### src/rtl/ide_autoconfig_pkg.sv
// Shared types and constants for the Zorro II IDE AutoConfig controller.
package ide_autoconfig_pkg;

    typedef enum logic [1:0] {
        UNCFG      = 2'd0,
        ACTIVE     = 2'd1,
        CONFIGURED = 2'd2,
        SHUTUP     = 2'd3
    } state_t;

    localparam logic [7:0] ER_TYPE    = 8'h00;
    localparam logic [7:0] ER_SIZE    = 8'h02;
    localparam logic [7:0] ER_PROD_HI = 8'h04;
    localparam logic [7:0] ER_PROD_LO = 8'h06;
    localparam logic [7:0] ER_FLAGS   = 8'h08;
    localparam logic [7:0] ER_BASE_HI = 8'h48;
    localparam logic [7:0] ER_BASE_LO = 8'h4A;
    localparam logic [7:0] ER_SHUTUP  = 8'h4C;

    localparam logic [3:0] Z2_TYPE_NOMEM  = 4'hC;
    localparam logic [3:0] Z2_TYPE_ROMVEC = 4'hD;
    localparam logic [3:0] Z2_SIZE_128K   = 4'h2;

    function automatic logic [3:0] nib16(input logic [15:0] v, input int unsigned idx);
        return v[idx*4 +: 4];
    endfunction

endpackage

### src/rtl/ide_autoconfig_rom.sv
// Combinational AutoConfig offset-to-nibble lookup, including the inversion rule.
// Optional diag ROM vector: define IDE_AUTOCONFIG_ROMVEC_EN.
module ide_autoconfig_rom
    import ide_autoconfig_pkg::*;
#(
    parameter logic [15:0] MANUFACTURER_ID = 16'h07DB,
    parameter logic [7:0]  PRODUCT_ID      = 8'h05,
    parameter logic [31:0] SERIAL          = 32'h00000001,
    parameter logic [15:0] ROM_OFFSET      = 16'h0000
) (
    input  logic [7:0] off_i,
    output logic [3:0] nib_o
);

    logic [3:0] raw;
    logic       invert;

`ifndef IDE_AUTOCONFIG_ROMVEC_EN
    logic rom_offset_unused;
    assign rom_offset_unused = ^ROM_OFFSET;
`endif

    always_comb begin
        raw = '0;
        case (off_i)
`ifdef IDE_AUTOCONFIG_ROMVEC_EN
            ER_TYPE:    raw = Z2_TYPE_ROMVEC;
            8'h28:      raw = nib16(ROM_OFFSET, 3);
            8'h2A:      raw = nib16(ROM_OFFSET, 2);
            8'h2C:      raw = nib16(ROM_OFFSET, 1);
            8'h2E:      raw = nib16(ROM_OFFSET, 0);
`else
            ER_TYPE:    raw = Z2_TYPE_NOMEM;
`endif
            ER_SIZE:    raw = Z2_SIZE_128K;
            ER_PROD_HI: raw = PRODUCT_ID[7:4];
            ER_PROD_LO: raw = PRODUCT_ID[3:0];
            ER_FLAGS:   raw = 4'h0;
            8'h10:      raw = nib16(MANUFACTURER_ID, 3);
            8'h12:      raw = nib16(MANUFACTURER_ID, 2);
            8'h14:      raw = nib16(MANUFACTURER_ID, 1);
            8'h16:      raw = nib16(MANUFACTURER_ID, 0);
            8'h18:      raw = SERIAL[31:28];
            8'h1A:      raw = SERIAL[27:24];
            8'h1C:      raw = SERIAL[23:20];
            8'h1E:      raw = SERIAL[19:16];
            8'h20:      raw = SERIAL[15:12];
            8'h22:      raw = SERIAL[11:8];
            8'h24:      raw = SERIAL[7:4];
            8'h26:      raw = SERIAL[3:0];
            default:    raw = '0;
        endcase
    end

    // Only the type/size nibbles and the $40-$7E control window read true.
    assign invert = !((off_i == ER_TYPE) || (off_i == ER_SIZE) || (off_i[7:6] == 2'b01));
    assign nib_o  = invert ? ~raw : raw;

endmodule

### src/rtl/ide_autoconfig.sv
// Zorro II AutoConfig controller for the IDE card: config space, base latch, chain.
// Optional diag ROM vector (see ide_autoconfig_rom): define IDE_AUTOCONFIG_ROMVEC_EN.
module ide_autoconfig
    import ide_autoconfig_pkg::*;
#(
    parameter logic [15:0] MANUFACTURER_ID = 16'h07DB,
    parameter logic [7:0]  PRODUCT_ID      = 8'h05,
    parameter logic [31:0] SERIAL          = 32'h00000001,
    parameter logic [15:0] ROM_OFFSET      = 16'h0000
) (
    input  logic        CLK,
    input  logic        RESET_n,
    input  logic [23:1] ADDR,
    input  logic        AS_n,
    input  logic        UDS_n,
    input  logic        RW,
    input  logic [3:0]  DATA_IN,
    input  logic        CFGIN_n,
    output logic [3:0]  DATA_OUT,
    output logic        data_oe,
    output logic        DTACK_n,
    output logic        CFGOUT_n,
    output logic        ide_access
);

    state_t     state_q, state_d;
    logic [7:0] base_q, base_d;
    logic [3:0] lo_nib_q, lo_nib_d;
    logic [1:0] as_q, as_d;
    logic       dtack_q, dtack_d;

    logic       cfg_hit;
    logic       wr_pulse;
    logic [7:0] off;
    logic [3:0] rom_nib;
    logic       addr_unused;

    assign addr_unused = ^ADDR[15:8];

    assign cfg_hit  = (state_q == ACTIVE) && !AS_n && (ADDR[23:16] == 8'hE8);
    assign wr_pulse = !AS_n && !as_q[0] && as_q[1] && !RW && !UDS_n;
    assign off      = {ADDR[7:1], 1'b0};

    ide_autoconfig_rom #(
        .MANUFACTURER_ID (MANUFACTURER_ID),
        .PRODUCT_ID      (PRODUCT_ID),
        .SERIAL          (SERIAL),
        .ROM_OFFSET      (ROM_OFFSET)
    ) u_rom (
        .off_i (off),
        .nib_o (rom_nib)
    );

    always_ff @(posedge CLK or negedge RESET_n) begin
        if (!RESET_n) begin
            state_q  <= UNCFG;
            base_q   <= '0;
            lo_nib_q <= '0;
            as_q     <= '1;
            dtack_q  <= 1'b1;
        end else begin
            state_q  <= state_d;
            base_q   <= base_d;
            lo_nib_q <= lo_nib_d;
            as_q     <= as_d;
            dtack_q  <= dtack_d;
        end
    end

    always_comb begin
        state_d  = state_q;
        base_d   = base_q;
        lo_nib_d = lo_nib_q;
        as_d     = AS_n ? 2'b11 : {as_q[0], 1'b0};
        dtack_d  = dtack_q;

        if (AS_n)
            dtack_d = 1'b1;
        else if (cfg_hit && !as_q[0])
            dtack_d = 1'b0;

        case (state_q)
            UNCFG: begin
                if (!CFGIN_n)
                    state_d = ACTIVE;
            end
            ACTIVE: begin
                // Losing CFGIN_n takes priority over a write landing on the same edge.
                if (CFGIN_n) begin
                    state_d = UNCFG;
                end else if (wr_pulse && cfg_hit) begin
                    case (off)
                        ER_BASE_LO: lo_nib_d = DATA_IN;
                        ER_BASE_HI: begin
                            base_d  = {DATA_IN, lo_nib_q};
                            state_d = CONFIGURED;
                        end
                        ER_SHUTUP:  state_d = SHUTUP;
                        default: ;
                    endcase
                end
            end
            default: ;
        endcase
    end

    assign data_oe    = cfg_hit && RW;
    assign DATA_OUT   = data_oe ? rom_nib : 4'hF;
    assign DTACK_n    = dtack_q;
    assign CFGOUT_n   = !((state_q == CONFIGURED) || (state_q == SHUTUP));
    assign ide_access = (state_q == CONFIGURED) && !AS_n && (ADDR[23:17] == base_q[7:1]);

endmodule

### config.mk
export PLATFORM = sky130hd
export DESIGN_NAME = ide_autoconfig
export DESIGN_NICKNAME = d
export VERILOG_FILES = /design/src/rtl/ide_autoconfig_pkg.sv /design/src/rtl/ide_autoconfig_rom.sv /design/src/rtl/ide_autoconfig.sv
export SDC_FILE = /design/constraint.sdc
export NUM_CORES = 1
export LEC_CHECK = 0
export ABC_AREA = 1
export CAP_MARGIN = 25
export CORE_ASPECT_RATIO = 1.1
export CORE_UTILIZATION = 41
export DETAILED_ROUTE_END_ITERATION = 16
export PLACE_DENSITY = 0.85
export RECOVER_POWER = 25
export SYNTH_ARGS = -nofsm -noshare
export SYNTH_HDL_FRONTEND = slang
export SYNTH_SLANG_ARGS = --single-unit
export TNS_END_PERCENT = 30
### constraint.sdc
create_clock -name CLK -period 1.4 [get_ports CLK]
set_input_delay 0.28 -clock CLK [delete_from_list [all_inputs] [get_ports CLK]]
set_output_delay 0.28 -clock CLK [all_outputs]
set_load 0.02 [all_outputs]
Word-level counts from Yosys, hierarchy flattened:

Memories as Yosys holds them, arrays and structs flattened.
Index checks and enable logic that the tools add are counted.

* memories: 1
* flip-flop bits (word level): 17
* output and inout bits: 8
* memory bits (read-only): 256
* logic and storage cells: 59
* input port bits: 33

Memories
* (name not given): words 64, width 4, rd ports 1, clocked after Yosys merged registers in 0, write ports 0, RTL line ide_autoconfig_rom.sv:25 `case (off_i)`

* equal/unequal tests: 13
* bitwise logic cells: 2
* reductions and logical operators: 27
* multiplexer cells: 11

Operator list (number)
* $eq A7 B6 Y1 const B: 3
* $mux W4: 3
* $reduce_and A4 Y1: 3
* $logic_and A1 B1 Y1: 11
* $eq A8 B8 Y1 const B: 1
* $logic_not A8 Y1: 1
* $mux W2: 4
* $pmux W2 S2: 2
* $eq A7 B1 Y1 const B: 1
* $eq A7 B7 Y1: 1
* $logic_not A1 Y1: 5
* $eq A2 B1 Y1 const B: 2
* $eq A2 B2 Y1 const B: 2
* $logic_not A2 Y1: 2
* $ne A4 B2 Y1 const B: 1
* $not A4 Y4: 1
* $reduce_bool A2 Y1: 2
* $logic_or A1 B1 Y1: 3
* $ne A3 B2 Y1 const B: 1
* $mux W1: 2
* $ne A2 B2 Y1 const B: 1
* $not A1 Y1: 1

Logic depth before layout (Yosys ltp):

Gate-level depths: netlist of run 1.

* word-level depth: 9
* gate-level depth with buffers: 9
* gate-level depth less buffers: 9

Modules after synthesis:

From an unflattened synthesis of run 1, not the netlist that was laid out.

* cell total of the unflattened synthesis: 176
* area, all modules: 1164.9 um^2

By module, submodules not included
* ide_autoconfig: seq. area each 379.1 um^2, area an instance 928.4 um^2, instances 1, cells each 124
* ide_autoconfig_rom: seq. area each 0.0 um^2, area an instance 236.5 um^2, instances 1, cells each 52

Least setup slack after synthesis of run 1:

Ideal clock, no wire load.

* kind: input port to output port
* from: input ADDR[1] (netlist bit)
* to: output DATA_OUT[0]
* setup slack: -130 ps
* required time: 1120 ps
* arrival time: 1250 ps
* path buffers: 0
* stages on the path: 7
* path through: inv_1 > ha_1 > o211ai_1 > nand2_1 > nand2_1 > inv_1 > o21ai_1

* cells in the longest elaborated chain, start to end: 5

RTL lines
* from (decl): RTL line ide_autoconfig.sv:13 `input logic [23:1] ADDR,`
* $mem_v2 Z64 W4, or another cell as far along
* $mux W4 / $logic_or A1 B1 Y1 (equally long branches): RTL line ide_autoconfig_rom.sv:25, ide_autoconfig_rom.sv:56
* $not A4 Y4 / $logic_or A1 B1 Y1 (equally long branches): RTL line ide_autoconfig_rom.sv:57, ide_autoconfig_rom.sv:56
* $mux W4 (*): RTL line ide_autoconfig_rom.sv:57 `assign nib_o = invert ? ~raw : raw;`
* $mux W4 (*): RTL line ide_autoconfig.sv:108 `assign DATA_OUT = data_oe ? rom_nib : 4'hF;`
* to (decl): RTL line ide_autoconfig.sv:19 `output logic [3:0] DATA_OUT,`

Every way passes the cells marked *; elsewhere a longest branch is shown, timed or not.

Final worst setup path of run 1:

* from: register state_q[1]
* to: output DATA_OUT[0]

* cells in the longest elaborated chain, start to end: 5

RTL lines
* from (decl): RTL line ide_autoconfig.sv:26 `state_t state_q, state_d;`
* from (signal assigned): RTL line ide_autoconfig.sv:62 `state_q <= state_d;`
* $eq A2 B1 Y1: RTL line ide_autoconfig.sv:40 `assign cfg_hit = (state_q == ACTIVE) && !AS_n && (ADDR[23:16] == 8'hE8);`
* $logic_and A1 B1 Y1 (2 in series): RTL line ide_autoconfig.sv:40
* $logic_and A1 B1 Y1: RTL line ide_autoconfig.sv:107 `assign data_oe = cfg_hit && RW;`
* $mux W4: RTL line ide_autoconfig.sv:108

Every way passes these cells.

==> flow_summary.html, run 1 <==
<table>
<tr><th>Metric</th><th>Value</th></tr>
<tr><th colspan="2">Timing</th></tr>
<tr><td>Final critical delay including setup and external delays</td><td>1840 ps</td></tr>
<tr><td>Count of endpoints failing hold in the final timing report</td><td>0</td></tr>
<tr><td>Slew at the pin with the worst max-slew slack</td><td>788 ps</td></tr>
<tr><td>Post-layout worst setup margin</td><td>-435 ps</td></tr>
<tr><td>RSZ-0062 raised after global routing</td><td>true</td></tr>
<tr><td>Final-report setup violation count</td><td>17</td></tr>
<tr><td>Accumulated negative setup slack</td><td>-2780 ps</td></tr>
<tr><td>Period Utilization, post-route</td><td>131%</td></tr>
<tr><td>Number of pins with negative max-slew slack in the final report</td><td>0</td></tr>
<tr><td>Worst max-slew margin expressed relative to the limit</td><td>47.5%</td></tr>
<tr><td>Clk_skew</td><td>0.881 ps</td></tr>
<tr><td>Max Fclk</td><td>545 MHz</td></tr>
<tr><th colspan="2">Final layout</th></tr>
<tr><td>Number of nets in the final layout</td><td>282</td></tr>
<tr><td>Layout Utilization</td><td>74.4%</td></tr>
<tr><td>Fraction of final layout cells with drive strength greater than 1</td><td>42.4%</td></tr>
<tr><td>Final Cell Area</td><td>2050 sq um</td></tr>
<tr><td>Area growth from synthesis to layout</td><td>72.9%</td></tr>
<tr><td>Diodes inserted</td><td>0</td></tr>
<tr><td>Fill cell instance count of the final layout</td><td>214</td></tr>
<tr><th colspan="2">Clocking</th></tr>
<tr><td>CTS buffer count</td><td>3</td></tr>
<tr><td>Max Buffers Root-to-Sink</td><td>2</td></tr>
<tr><td>Skew-Pair Late Insertion Delay</td><td>290 ps</td></tr>
<tr><td>Clock-pin slew on the worst setup and hold paths</td><td>90 ps</td></tr>
<tr><td>Number of sinks on the clock net</td><td>15</td></tr>
<tr><td>Number of H-tree levels</td><td>1</td></tr>
<tr><td>CTS tree</td><td>yes</td></tr>
<tr><td>Hold buffer count at CTS</td><td>0</td></tr>
<tr><td>Clock root buffer master</td><td>sky130_fd_sc_hd__clkbuf_4</td></tr>
<tr><th colspan="2">Synth</th></tr>
<tr><td>Number of enable flip-flop cells after synthesis</td><td>0</td></tr>
<tr><td>Total nets after synthesis</td><td>205</td></tr>
<tr><td>Post-synthesis cell type count</td><td>30</td></tr>
<tr><td>Post-synth ARST share</td><td>100%</td></tr>
<tr><td>Total number of yosys warnings</td><td>0</td></tr>
<tr><td>Post-Syn Area</td><td>1180 sq um</td></tr>
<tr><td>Mean instance size in the synthesized netlist</td><td>7.10 sq um</td></tr>
<tr><td>Number of cells produced by synthesis</td><td>167</td></tr>
<tr><td>Sequential area share after synthesis</td><td>32.0%</td></tr>
<tr><td>Main synth FF type</td><td>sky130_fd_sc_hd__dfrtp_1</td></tr>
<tr><td>Seq cells post-synth</td><td>15</td></tr>
<tr><th colspan="2">Global routing</th></tr>
<tr><td>Met2 Resource Use GR</td><td>48.8%</td></tr>
<tr><td>Via count of the first global-routing pass</td><td>1317</td></tr>
<tr><td>GR Layer Usage met1</td><td>22.3%</td></tr>
<tr><td>Total track usage</td><td>24.2%</td></tr>
<tr><td>Met3 usage</td><td>2.07%</td></tr>
<tr><td>Global-route wire length before repair</td><td>5380 um</td></tr>
<tr><td>Maximum number of pins on one net before global-route repair</td><td>16</td></tr>
<tr><td>Busiest layer in global routing</td><td>met2</td></tr>
<tr><td>Total congestion overflow</td><td>0</td></tr>
<tr><td>Number of antenna violations at the first check in global routing</td><td>0</td></tr>
<tr><th colspan="2">Hold path</th></tr>
<tr><td>Hold WC Path Type</td><td>in -&gt; reg</td></tr>
<tr><th colspan="2">Placed design</th></tr>
<tr><td>Gpl congestion</td><td>0.867</td></tr>
<tr><td>Post-DP HPWL</td><td>2630 um</td></tr>
<tr><td>Port bufs</td><td>32</td></tr>
<tr><td>Post-DP Area</td><td>1940 sq um</td></tr>
<tr><td>DP Worst Slack</td><td>-1160 ps</td></tr>
<tr><th colspan="2">Detailed routing</th></tr>
<tr><td>Drt via density</td><td>5.00</td></tr>
<tr><td>Detailed-router iteration count before antenna repair</td><td>4</td></tr>
<tr><td>Final Routed Wirelength</td><td>3490 um</td></tr>
<tr><td>Vias</td><td>1381</td></tr>
<tr><td>Average wire per cell in the routed design</td><td>12.6 um</td></tr>
<tr><td>Number of antenna-violating nets in the routed design</td><td>0</td></tr>
<tr><td>Number of remaining DRC errors</td><td>0</td></tr>
<tr><td>Count of routing violations after the opening detailed-route iteration</td><td>20</td></tr>
<tr><th colspan="2">Critical path</th></tr>
<tr><td>Critical setup path kind</td><td>reg -&gt; out</td></tr>
<tr><td>Worst R2R Start</td><td>state_q[1]</td></tr>
<tr><td>Largest delay contributor family on the critical path</td><td>flip-flops</td></tr>
<tr><td>Cell with the biggest individual delay on the critical path</td><td>sky130_fd_sc_hd__dfrtp_1</td></tr>
<tr><td>Internal reg-to-reg setup slack</td><td>-30 ps</td></tr>
<tr><td>Critical Path, Cell by Cell</td><td>inv_4, nand2_4, nor2_4, nand4_1, a21oi_2, o21ai_4, buf_6</td></tr>
<tr><td>Critical Path Sink Type</td><td>primary output</td></tr>
<tr><td>Delay of the slowest cell on the worst path</td><td>410 ps</td></tr>
<tr><td>Worst path arrival time</td><td>1560 ps</td></tr>
<tr><td>FF-to-FF End</td><td>base_q[6]</td></tr>
<tr><td>Logic depth of the worst path, buffers included</td><td>7</td></tr>
<tr><td>Largest fanout of any net on the critical path</td><td>2</td></tr>
<tr><td>Category of the worst setup path launch point</td><td>register</td></tr>
<tr><td>Critical path buffer and inverter count</td><td>2</td></tr>
<tr><td>Crit path to</td><td>DATA_OUT[0]</td></tr>
<tr><td>Critical Path Start</td><td>state_q[1]</td></tr>
<tr><td>Required time of the critical path</td><td>1120 ps</td></tr>
<tr><td>Cells on worst reg2reg path</td><td>9</td></tr>
<tr><th colspan="2">Die</th></tr>
<tr><td>X dimension of the die</td><td>53.3 um</td></tr>
<tr><td>Initial core utilization</td><td>43.0%</td></tr>
<tr><td>Row Count</td><td>20</td></tr>
<tr><td>CORE AREA</td><td>2750 sq um</td></tr>
<tr><td>Die span in y</td><td>58.4 um</td></tr>
<tr><td>Boundary Pins</td><td>41</td></tr>
<tr><td>Full die area</td><td>3110 sq um</td></tr>
<tr><th colspan="2">Pwr</th></tr>
<tr><td>Maximum VDD drop</td><td>0.394 mV</td></tr>
<tr><td>Int Pwr</td><td>0.680 mW</td></tr>
<tr><td>Power density over the cells</td><td>469 nW/um^2</td></tr>
<tr><td>Tot Pwr</td><td>0.961 mW</td></tr>
<tr><td>Leakage power</td><td>1.01 nW</td></tr>
<tr><td>Net switching component of the power</td><td>0.281 mW</td></tr>
<tr><td>Portion of total power attributed to sequential cells</td><td>46.1%</td></tr>
<tr><td>Part of the power in the clock network</td><td>26.3%</td></tr>
<tr><td>Fraction of power consumed by combinational cells</td><td>27.7%</td></tr>
<tr><td>Switching power share of the total</td><td>29.2%</td></tr>
<tr><th colspan="2">Job</th></tr>
<tr><td>Max capacitance violation total</td><td>0</td></tr>
<tr><th colspan="2">Outcome</th></tr>
<tr><td>Violations in the final reports</td><td>negative setup slack</td></tr>
<tr><td>Status</td><td>finished, violations left</td></tr>
</table>
==> registers in the layout, indices dropped and copies added (netlist names) <==
register,count
base_q,7
as_q,2
state_q,2
lo_nib_q,3
DTACK_n,1
==> worst min path at each step <==
stage           startpoint          end  cells after the start
6_report              AS_n      as_q[0]                      2
5_1_grt               AS_n      as_q[0]                      2
4_1_cts            RESET_n    base_q[5]                      2
3_5_place_dp   lo_nib_q[1]  lo_nib_q[1]                      2
3_3_place_gp   lo_nib_q[2]  lo_nib_q[2]                      2
2_1_floorplan      RESET_n    base_q[1]                      0
==> cell families after synthesis <==
group	share of synthesized area [%]
adders and majority gates	5.28
DFF	32.0
AOI/OAI and AO/OA	8.45
buffers and inverters	10.7
and+or+nand+nor	41.4
xor gates and xnor gates	2.22
==> metal layers <==
layer | share of wire [%] | vias to the layer above
li1 | - | 693
met1 | 36 | 638
met2 | 58 | 39
met3 | 2.7 | 11
met4 | 3.5 | 0
met5 | 0 | -
==> repair_timing <==
item / 4_1_cts / 5_1_grt
buffers inserted: 4 / 0
resized for setup: 70 / 12
gates cloned: 0 / 0
pin swaps: 17 / 5
setup endpoints to repair: 20 / 18
==> cells in the final DEF, fill, tap and decap left out, drive strengths merged, types with 7 or more instances in the layout <==
cell | Yosys | final
dfrtp | 12 | 12
nand4 | 13 | 13
nand3 | 11 | 11
nand2 | 43 | 43
clkdlybuf4s50 | 0 | 8
inv | 30 | 30
clkbuf | 0 | 7
buf | 1 | 46
o21ai | 7 | 7
dlygate4sd2 | 0 | 11
nor2 | 24 | 24
==> per-stage QoR <==
stage | instances | hold WS (ps)
CTS | 276 | 312
detailed placement | 268 | 465
global placement | 268 | 458
finish | 276 | 433
floorplan | 167 | -15.6
global route | 276 | 438
==> power by group through the flow <==
| stage | Combinational [mW] | Clock (mW) | Sequential, mW |
|---|---|---|---|
| 6_report | 0.266 | 0.252 | 0.442 |
| 2_1_floorplan | 0.0867 | 0 | 0.450 |
| 5_1_grt | 0.289 | 0.266 | 0.443 |
| 3_3_place_gp | 0.241 | 0 | 0.450 |
| 3_5_place_dp | 0.249 | 0 | 0.450 |
| 4_1_cts | 0.257 | 0.251 | 0.442 |
==> cell type report <==
class	instances	area, sq um	share of cell area (%)
clock buffer	3	22.5	1.10
clock inverter	1	5.00	0.244
inverter	31	126	6.17
multi-input combinational	120	828	40.4
sequential	15	379	18.5
tap	33	41.3	2.02
timing repair buffer	73	646	31.5
==> synth_stat cells, drive strengths merged, types with 2 or more instances <==
master,n,share of area [%]
o21ai,7,3.0
nor3,2,0.84
a21oi,3,1.3
xnor2,3,2.2
nand4,13,6.9
nand3,11,6.5
inv,30,9.5
dfrtp,12,25
nor2,24,12
dfstp,3,6.7
nand2,43,14
ha,5,5.3
a31oi,2,1.1
Power figures use the tool's default switching activity.
==> run 2, diff against run 1 <==
Settings changed: CORE_UTILIZATION 41 to 42, CTS_BUF_LIST set to sky130_fd_sc_hd__clkbuf_4, PLACE_DENSITY 0.85 to 0.87, SLEW_MARGIN set to 20.
==> run 2 against run 1 <==
The run still ends with negative setup slack left; utilization grew 2.6 points; design area down 2.6%; via count shrank 0.43%; clock power hardly changed; worst setup slack gained 51 ps; cell count fell by 1.8%; sequential share of layout area rose by 0.49 points; first-iteration DRC count increased by 150%; non-clock buffer count down 3; combinational power decreased by 2%; critical path type unchanged; highest routed layer unchanged.
==> flow_summary.html, run 2 (synthesis results as in run 1) <==
<table>
<tr><th>Metric</th><th>Value</th></tr>
<tr><th colspan="2">Outcome</th></tr>
<tr><td>Status</td><td>finished, violations left (unchanged)</td></tr>
<tr><td>Violations in the final reports</td><td>negative setup slack (unchanged)</td></tr>
<tr><th colspan="2">Clocking</th></tr>
<tr><td>CTS tree</td><td>yes (unchanged)</td></tr>
<tr><td>Number of sinks on the clock net</td><td>15 (unchanged)</td></tr>
<tr><td>Max Buffers Root-to-Sink</td><td>2 (unchanged)</td></tr>
<tr><td>Skew-Pair Late Insertion Delay</td><td>290 ps (about the same)</td></tr>
<tr><td>Clock-pin slew on the worst setup and hold paths</td><td>80 ps (was 90 ps)</td></tr>
<tr><td>Number of H-tree levels</td><td>1 (unchanged)</td></tr>
<tr><td>Clock root buffer master</td><td>sky130_fd_sc_hd__clkbuf_4 (unchanged)</td></tr>
<tr><td>CTS buffer count</td><td>3 (unchanged)</td></tr>
<tr><th colspan="2">Global routing</th></tr>
<tr><td>Maximum number of pins on one net before global-route repair</td><td>16 (unchanged)</td></tr>
<tr><td>Via count of the first global-routing pass</td><td>1318 (was 1317)</td></tr>
<tr><td>Number of antenna violations at the first check in global routing</td><td>0 (unchanged)</td></tr>
<tr><td>Global-route wire length before repair</td><td>5140 um (was 5380 um)</td></tr>
<tr><td>Total track usage</td><td>22.8% (was 24.2%)</td></tr>
<tr><td>Total congestion overflow</td><td>0 (unchanged)</td></tr>
<tr><th colspan="2">Critical path</th></tr>
<tr><td>Largest fanout of any net on the critical path</td><td>2 (unchanged)</td></tr>
<tr><td>Category of the worst setup path launch point</td><td>register (unchanged)</td></tr>
<tr><td>Critical setup path kind</td><td>reg -&gt; out (unchanged)</td></tr>
<tr><td>Required time of the critical path</td><td>1120 ps (about the same)</td></tr>
<tr><td>Worst R2R Start</td><td>state_q[1] (unchanged)</td></tr>
<tr><td>Critical Path Start</td><td>state_q[1] (unchanged)</td></tr>
<tr><td>Critical Path Sink Type</td><td>primary output (unchanged)</td></tr>
<tr><td>Worst path arrival time</td><td>1500 ps (was 1560 ps)</td></tr>
<tr><th colspan="2">Detailed routing</th></tr>
<tr><td>Final Routed Wirelength</td><td>3240 um (was 3490 um)</td></tr>
<tr><td>Count of routing violations after the opening detailed-route iteration</td><td>49 (was 20)</td></tr>
<tr><td>Detailed-router iteration count before antenna repair</td><td>4 (unchanged)</td></tr>
<tr><td>Average wire per cell in the routed design</td><td>11.9 um (was 12.6 um)</td></tr>
<tr><td>Vias</td><td>1375 (was 1381)</td></tr>
<tr><td>Number of antenna-violating nets in the routed design</td><td>0 (unchanged)</td></tr>
<tr><td>Drt via density</td><td>5.07 (was 5.00)</td></tr>
<tr><td>Number of remaining DRC errors</td><td>0 (unchanged)</td></tr>
<tr><th colspan="2">Timing</th></tr>
<tr><td>Period Utilization, post-route</td><td>127% (was 131%)</td></tr>
<tr><td>Number of pins with negative max-slew slack in the final report</td><td>0 (unchanged)</td></tr>
<tr><td>Post-layout worst setup margin</td><td>-385 ps (was -435 ps)</td></tr>
<tr><td>Accumulated negative setup slack</td><td>-2020 ps (was -2780 ps)</td></tr>
<tr><td>Slew at the pin with the worst max-slew slack</td><td>791 ps (was 788 ps)</td></tr>
<tr><td>Hold_ws</td><td>399 ps (was 433 ps)</td></tr>
<tr><td>Max Fclk</td><td>560 MHz (was 545 MHz)</td></tr>
<tr><td>Final-report setup violation count</td><td>6 (was 17)</td></tr>
<tr><td>Clk_skew</td><td>7.57 ps (was 0.881 ps)</td></tr>
<tr><td>RSZ-0062 raised after global routing</td><td>true (unchanged)</td></tr>
<tr><td>Worst max-slew margin expressed relative to the limit</td><td>47.3% (was 47.5%)</td></tr>
<tr><td>Final critical delay including setup and external delays</td><td>1780 ps (was 1840 ps)</td></tr>
<tr><td>Count of endpoints failing hold in the final timing report</td><td>0 (unchanged)</td></tr>
<tr><th colspan="2">Final layout</th></tr>
<tr><td>Fraction of final layout cells with drive strength greater than 1</td><td>42.1% (was 42.4%)</td></tr>
<tr><td>Leading cell type in the layout, fill and taps excluded</td><td>sky130_fd_sc_hd__nand2_1 (unchanged)</td></tr>
<tr><td>Fill cell instance count of the final layout</td><td>191 (was 214)</td></tr>
<tr><td>Most frequent cells in the layout</td><td>sky130_fd_sc_hd__nand2_1, sky130_fd_sc_hd__buf_4, sky130_fd_sc_hd__inv_1 (unchanged)</td></tr>
<tr><td>Number of nets in the final layout</td><td>279 (was 282)</td></tr>
<tr><td>Biggest register</td><td>base_q (unchanged)</td></tr>
<tr><td>Diodes inserted</td><td>0 (unchanged)</td></tr>
<tr><td>Biggest regs</td><td>base_q: 7 flops, lo_nib_q: 3 flops (unchanged)</td></tr>
<tr><td>Number of flip-flops under the largest register name</td><td>7 (unchanged)</td></tr>
<tr><td>Area growth from synthesis to layout</td><td>68.4% (was 72.9%)</td></tr>
<tr><td>Non-filler instance count after layout</td><td>271 (was 276)</td></tr>
<tr><th colspan="2">Die</th></tr>
<tr><td>Row Count</td><td>19 (was 20)</td></tr>
<tr><td>Initial core utilization</td><td>45.7% (was 43.0%)</td></tr>
<tr><td>Boundary Pins</td><td>41 (unchanged)</td></tr>
<tr><td>Full die area</td><td>3040 sq um (was 3110 sq um)</td></tr>
<tr><td>Die span in y</td><td>57.7 um (was 58.4 um)</td></tr>
<tr><td>X dimension of the die</td><td>52.6 um (was 53.3 um)</td></tr>
<tr><td>CORE AREA</td><td>2590 sq um (was 2750 sq um)</td></tr>
<tr><th colspan="2">Placed design</th></tr>
<tr><td>Port bufs</td><td>32 (unchanged)</td></tr>
<tr><td>Post-DP HPWL</td><td>2530 um (was 2630 um)</td></tr>
<tr><td>Number of cells after detailed placement</td><td>264 (was 268)</td></tr>
<tr><td>DP Worst Slack</td><td>-1170 ps (was -1160 ps)</td></tr>
<tr><td>Gpl congestion</td><td>0.755 (was 0.867)</td></tr>
<tr><th colspan="2">Pwr</th></tr>
<tr><td>Power density over the cells</td><td>478 nW/um^2 (was 469 nW/um^2)</td></tr>
<tr><td>Leakage power</td><td>0.973 nW (was 1.01 nW)</td></tr>
<tr><td>Maximum VDD drop</td><td>0.545 mV (was 0.394 mV)</td></tr>
<tr><th colspan="2">Hold path</th></tr>
<tr><td>Worst hold path startpoint</td><td>AS_n (unchanged)</td></tr>
<tr><td>Hold WC Path Type</td><td>in -&gt; reg (unchanged)</td></tr>
<tr><th colspan="2">Job</th></tr>
<tr><td>Max capacitance violation total</td><td>0 (unchanged)</td></tr>
</table>
==> run 2: changes by cell type in the layout (fill, tap and decap cells not counted), sizes merged <==
cell	before	now
buf	46	44
dlymetal6s2s	2	0
dlygate4sd2	11	13
clkdlybuf4s15	1	0
==> run 2: what timing repair did <==
item	in CTS	in global routing
resized for setup	75	7
cloned	0	0
pin swaps	19	8
setup endpoints to repair	20	18
buffers inserted	3	0
hold buffers	0	0
==> run 2: through the flow <==
| step | util (%) | instance area (sq um) | power [mW] |
|---|---|---|---|
| floorplan | - | 1270 | 0.537 |
| finish | 77.0 | 2000 | 0.953 |
| global route | 77.0 | 2000 | 0.999 |
| global placement | 73.2 | 1900 | 0.693 |
| detailed placement | 73.2 | 1900 | 0.700 |
| CTS | 77.4 | 2010 | 0.958 |
==> run 2: worst paths after layout <==
check,slack (ps),depth (start not counted),to
worst max-delay path,-380,8,DATA_OUT[0]
worst max register to register,50,9,base_q[2]
worst min register to register,490,2,DTACK_n
max in group asynchronous,330,2,state_q[0]
worst min-delay path,400,2,as_q[0]
min in group asynchronous,570,2,base_q[5]
==> run 2: where the power goes <==
group	internal (mW)	total, mW	switching (mW)
sequential	0.439	0.442	0.00257
combinational	0.133	0.261	0.128
clock	0.106	0.250	0.144
==> run 2: layout make-up <==
type	count	area, sq um	share of cell area [%]
multi-input cells	120	837	41.9
clock buffers	3	22.5	1.13
flip-flops and latches	15	379	19.0
inverters	31	131	6.58
repair buffers	70	582	29.2
well taps	31	38.8	1.94
clock inverters	1	5.00	0.251
==> run 2: layer usage <==
metal,up-vias,GRT usage (%),wire length (um)
met5,-,0,0
met4,0,9.77,72
met3,7,0.787,120
met2,46,44.5,1760
met1,627,24.6,1280
li1,695,-,-
==> run 2: worst max-delay path, stage by stage (launching register included) <==
cell and delay [ps]:
sky130_fd_sc_hd__dfrtp_1 420, sky130_fd_sc_hd__inv_4 70, sky130_fd_sc_hd__nand2_4 50, sky130_fd_sc_hd__nor2_4 80, sky130_fd_sc_hd__nand4_1 110, sky130_fd_sc_hd__buf_6 160
sky130_fd_sc_hd__a21oi_4 120, sky130_fd_sc_hd__o21ai_4 70, sky130_fd_sc_hd__buf_6 130
==> run 3, diff against run 2 <==
Settings changed: SKIP_LAST_GASP set to 1.
==> run 3 against run 2 <==
The run still ends with negative setup slack left; count of clock-buffer cells in the layout stayed put; wire length is 3.8% lower; worst setup slack worse by 0.66 ps; cell count stayed put; largest cell class unchanged; design area hardly changed; non-clock buffer count stayed put; sequential share of layout area hardly changed; clock power hardly changed; global-route usage is 0.59 points lower; hold slack worse by 110 ps.
==> flow_summary.html, run 3 (synthesis results as in run 1) <==
<table>
<tr><th>Metric</th><th>Value</th></tr>
<tr><th colspan="2">Outcome</th></tr>
<tr><td>Status</td><td>finished, violations left (unchanged)</td></tr>
<tr><td>Violations in the final reports</td><td>negative setup slack (unchanged)</td></tr>
<tr><th colspan="2">Detailed routing</th></tr>
<tr><td>Drt via density</td><td>5.07 (unchanged)</td></tr>
<tr><td>Highest routed metal layer</td><td>met4 (unchanged)</td></tr>
<tr><td>Average wire per cell in the routed design</td><td>11.5 um (was 11.9 um)</td></tr>
<tr><td>Sum of met3 wire segment lengths after detailed routing</td><td>124 um (was 120 um)</td></tr>
<tr><td>Number of remaining DRC errors</td><td>0 (unchanged)</td></tr>
<tr><td>Vias</td><td>1375 (unchanged)</td></tr>
<tr><td>DR WL met2</td><td>1700 um (was 1760 um)</td></tr>
<tr><td>Number of antenna-violating nets in the routed design</td><td>0 (unchanged)</td></tr>
<tr><td>Final Routed Wirelength</td><td>3110 um (was 3240 um)</td></tr>
<tr><td>Detailed-router iteration count before antenna repair</td><td>4 (unchanged)</td></tr>
<tr><td>Count of routing violations after the opening detailed-route iteration</td><td>29 (was 49)</td></tr>
<tr><td>Post-route met1 wirelength</td><td>1230 um (was 1280 um)</td></tr>
<tr><th colspan="2">Pwr</th></tr>
<tr><td>Int Pwr</td><td>0.680 mW (was 0.678 mW)</td></tr>
<tr><td>Net switching component of the power</td><td>0.272 mW (was 0.275 mW)</td></tr>
<tr><td>Portion of total power attributed to sequential cells</td><td>46.5% (was 46.4%)</td></tr>
<tr><td>Fraction of power consumed by combinational cells</td><td>27.2% (was 27.3%)</td></tr>
<tr><td>Leakage power</td><td>0.993 nW (was 0.973 nW)</td></tr>
<tr><td>Switching power share of the total</td><td>28.6% (was 28.8%)</td></tr>
<tr><td>Part of the power in the clock network</td><td>26.3% (about the same)</td></tr>
<tr><td>Maximum VDD drop</td><td>0.546 mV (was 0.545 mV)</td></tr>
<tr><td>Power density over the cells</td><td>476 nW/um^2 (was 478 nW/um^2)</td></tr>
<tr><th colspan="2">Die</th></tr>
<tr><td>Full die area</td><td>3040 sq um (unchanged)</td></tr>
<tr><td>Boundary Pins</td><td>41 (unchanged)</td></tr>
<tr><td>X dimension of the die</td><td>52.6 um (unchanged)</td></tr>
<tr><td>CORE AREA</td><td>2590 sq um (unchanged)</td></tr>
<tr><td>Die span in y</td><td>57.7 um (unchanged)</td></tr>
<tr><td>Row Count</td><td>19 (unchanged)</td></tr>
<tr><td>Initial core utilization</td><td>45.7% (unchanged)</td></tr>
<tr><th colspan="2">Final layout</th></tr>
<tr><td>Fill cell instance count of the final layout</td><td>187 (was 191)</td></tr>
<tr><td>Biggest register</td><td>base_q (unchanged)</td></tr>
<tr><td>Most frequent cells in the layout</td><td>sky130_fd_sc_hd__nand2_1, sky130_fd_sc_hd__buf_4, sky130_fd_sc_hd__inv_1 (unchanged)</td></tr>
<tr><td>Diodes inserted</td><td>0 (unchanged)</td></tr>
<tr><td>Final Cell Area</td><td>2000 sq um (about the same)</td></tr>
<tr><td>Layout Utilization</td><td>77.1% (was 77.0%)</td></tr>
<tr><td>Number of nets in the final layout</td><td>279 (unchanged)</td></tr>
<tr><td>Number of flip-flops under the largest register name</td><td>7 (unchanged)</td></tr>
<tr><td>Leading cell type in the layout, fill and taps excluded</td><td>sky130_fd_sc_hd__nand2_1 (unchanged)</td></tr>
<tr><td>Area growth from synthesis to layout</td><td>68.5% (was 68.4%)</td></tr>
<tr><td>Biggest regs</td><td>base_q: 7 flops, lo_nib_q: 3 flops (unchanged)</td></tr>
<tr><td>Fraction of final layout cells with drive strength greater than 1</td><td>42.5% (was 42.1%)</td></tr>
<tr><th colspan="2">Timing</th></tr>
<tr><td>Hold_ws</td><td>287 ps (was 399 ps)</td></tr>
<tr><td>RSZ-0062 raised after global routing</td><td>true (unchanged)</td></tr>
<tr><td>Number of pins with negative max-slew slack in the final report</td><td>0 (unchanged)</td></tr>
<tr><td>Final-report setup violation count</td><td>7 (was 6)</td></tr>
<tr><td>Worst max-slew margin expressed relative to the limit</td><td>46.6% (was 47.3%)</td></tr>
<tr><td>Post-layout worst setup margin</td><td>-385 ps (about the same)</td></tr>
<tr><td>Max Fclk</td><td>560 MHz (about the same)</td></tr>
<tr><td>Period Utilization, post-route</td><td>128% (was 127%)</td></tr>
<tr><td>Final critical delay including setup and external delays</td><td>1790 ps (was 1780 ps)</td></tr>
<tr><td>Count of endpoints failing hold in the final timing report</td><td>0 (unchanged)</td></tr>
<tr><td>Slew at the pin with the worst max-slew slack</td><td>801 ps (was 791 ps)</td></tr>
<tr><td>Clk_skew</td><td>8.53 ps (was 7.57 ps)</td></tr>
<tr><td>Accumulated negative setup slack</td><td>-2290 ps (was -2020 ps)</td></tr>
<tr><th colspan="2">Placed design</th></tr>
<tr><td>Port bufs</td><td>32 (unchanged)</td></tr>
<tr><td>Post-DP Area</td><td>1900 sq um (unchanged)</td></tr>
<tr><td>Post-DP HPWL</td><td>2530 um (unchanged)</td></tr>
<tr><td>Gpl congestion</td><td>0.755 (unchanged)</td></tr>
<tr><th colspan="2">Global routing</th></tr>
<tr><td>Global-route wire length before repair</td><td>4990 um (was 5140 um)</td></tr>
<tr><td>Total congestion overflow</td><td>0 (unchanged)</td></tr>
<tr><td>Number of antenna violations at the first check in global routing</td><td>0 (unchanged)</td></tr>
<tr><td>Maximum number of pins on one net before global-route repair</td><td>16 (unchanged)</td></tr>
<tr><td>Total track usage</td><td>22.2% (was 22.8%)</td></tr>
<tr><td>Via count of the first global-routing pass</td><td>1292 (was 1318)</td></tr>
<tr><th colspan="2">Critical path</th></tr>
<tr><td>Largest fanout of any net on the critical path</td><td>2 (unchanged)</td></tr>
<tr><td>Cell with the biggest individual delay on the critical path</td><td>sky130_fd_sc_hd__dfrtp_1 (unchanged)</td></tr>
<tr><td>Worst path arrival time</td><td>1510 ps (was 1500 ps)</td></tr>
<tr><td>Required time of the critical path</td><td>1120 ps (about the same)</td></tr>
<tr><td>Most used cell along the critical path</td><td>sky130_fd_sc_hd__buf_6 (unchanged)</td></tr>
<tr><td>Critical Path Sink Type</td><td>primary output (unchanged)</td></tr>
<tr><td>Delay of the slowest cell on the worst path</td><td>410 ps (was 420 ps)</td></tr>
<tr><td>Critical path buffer and inverter count</td><td>3 (unchanged)</td></tr>
<tr><td>Largest delay contributor family on the critical path</td><td>flip-flops (unchanged)</td></tr>
<tr><td>Critical Path, Cell by Cell</td><td>inv_4, nand2_4, nor2_4, nand4_1, buf_6, a21oi_4, o21ai_4, buf_6 (unchanged)</td></tr>
<tr><td>Category of the worst setup path launch point</td><td>register (unchanged)</td></tr>
<tr><td>Critical setup path kind</td><td>reg -&gt; out (unchanged)</td></tr>
<tr><th colspan="2">Clocking</th></tr>
<tr><td>Clock root buffer master</td><td>sky130_fd_sc_hd__clkbuf_4 (unchanged)</td></tr>
<tr><td>Clock-pin slew on the worst setup and hold paths</td><td>80 ps (about the same)</td></tr>
<tr><td>Number of sinks on the clock net</td><td>15 (unchanged)</td></tr>
<tr><td>CTS buffer count</td><td>3 (unchanged)</td></tr>
<tr><td>CTS tree</td><td>yes (unchanged)</td></tr>
<tr><td>Number of H-tree levels</td><td>1 (unchanged)</td></tr>
<tr><td>Max Buffers Root-to-Sink</td><td>2 (unchanged)</td></tr>
<tr><td>Skew-Pair Late Insertion Delay</td><td>290 ps (about the same)</td></tr>
<tr><th colspan="2">Job</th></tr>
<tr><td>Max capacitance violation total</td><td>0 (unchanged)</td></tr>
<tr><th colspan="2">Hold path</th></tr>
<tr><td>Hold WC Path Type</td><td>in -&gt; reg (unchanged)</td></tr>
</table>
==> run 3: cell count changes in the layout (fill, tap and decap cells not counted), sizes merged <==
| cell | delta |
|---|---|
| buf | -1 |
| clkdlybuf4s50 | +1 |
| dlygate4sd2 | -3 |
| dlymetal6s2s | +3 |
==> run 3: stage by stage <==
stage               total power, mW  cells  worst slack [ps]
CTS                           0.956    271              -407
floorplan                     0.537    167             -3.59
detailed placement            0.700    264             -1170
global route                  0.997    271              -460
global placement              0.693    264             -1090
finish                        0.951    271              -385
==> run 3: power by group through the flow <==
stage | Clock (mW) | Combinational, mW | Sequential [mW]
after CTS | 0.253 | 0.261 | 0.442
final | 0.251 | 0.259 | 0.442
after global routing | 0.275 | 0.279 | 0.443
after global placement | 0 | 0.243 | 0.450
after floorplan | 0 | 0.0867 | 0.450
after detailed placement | 0 | 0.250 | 0.450
==> run 3: worst register-to-register path, cell delays in order (launching register included) <==
cell and delay (ps):
sky130_fd_sc_hd__dfrtp_1 410, sky130_fd_sc_hd__inv_4 70, sky130_fd_sc_hd__nand2_4 60, sky130_fd_sc_hd__buf_4 150
sky130_fd_sc_hd__nor2_1 110, sky130_fd_sc_hd__nand3_2 120, sky130_fd_sc_hd__clkinv_4 100, sky130_fd_sc_hd__nand3_4 100
sky130_fd_sc_hd__nand2_1 90, sky130_fd_sc_hd__nand2_1 50
==> run 3: worst paths after layout <==
kind,start,to,slack [ps],depth (start not counted)
setup reg to reg,state_q[1],base_q[7],40,9
hold reg to reg,DTACK_n,DTACK_n,480,2
min in group asynchronous,RESET_n,base_q[5],570,2
max in group asynchronous,RESET_n,state_q[0],320,2
setup / recovery,state_q[1],DATA_OUT[0],-390,8
hold / removal,AS_n,as_q[0],290,2
==> run 3: layer usage <==
layer  vias to the layer above  global-route usage [%]
li1                        697                       -
met1                       629                    23.6
met2                        44                    43.8
met3                         5                   0.787
met4                         0                    9.40
met5                         -                       0
==> run 3: area by class of cell <==
class	count	area, sq um	area share (%)
Timing Repair Buffer	70	596	29.8
Clock inverter	1	5.00	0.251
Sequential cell	15	379	19.0
Tap cell	31	38.8	1.94
Multi-Input combinational cell	120	827	41.4
Inverter	31	129	6.45
Clock buffer	3	22.5	1.13
==> run 3: repair_timing <==
action	CTS	global route
endpoints found under the hold margin	0	0
resized for setup	61	15
hold buffers	0	0
endpoints found under the setup margin	20	20
gates cloned	0	0
buffers inserted	3	0
pin swaps	16	13
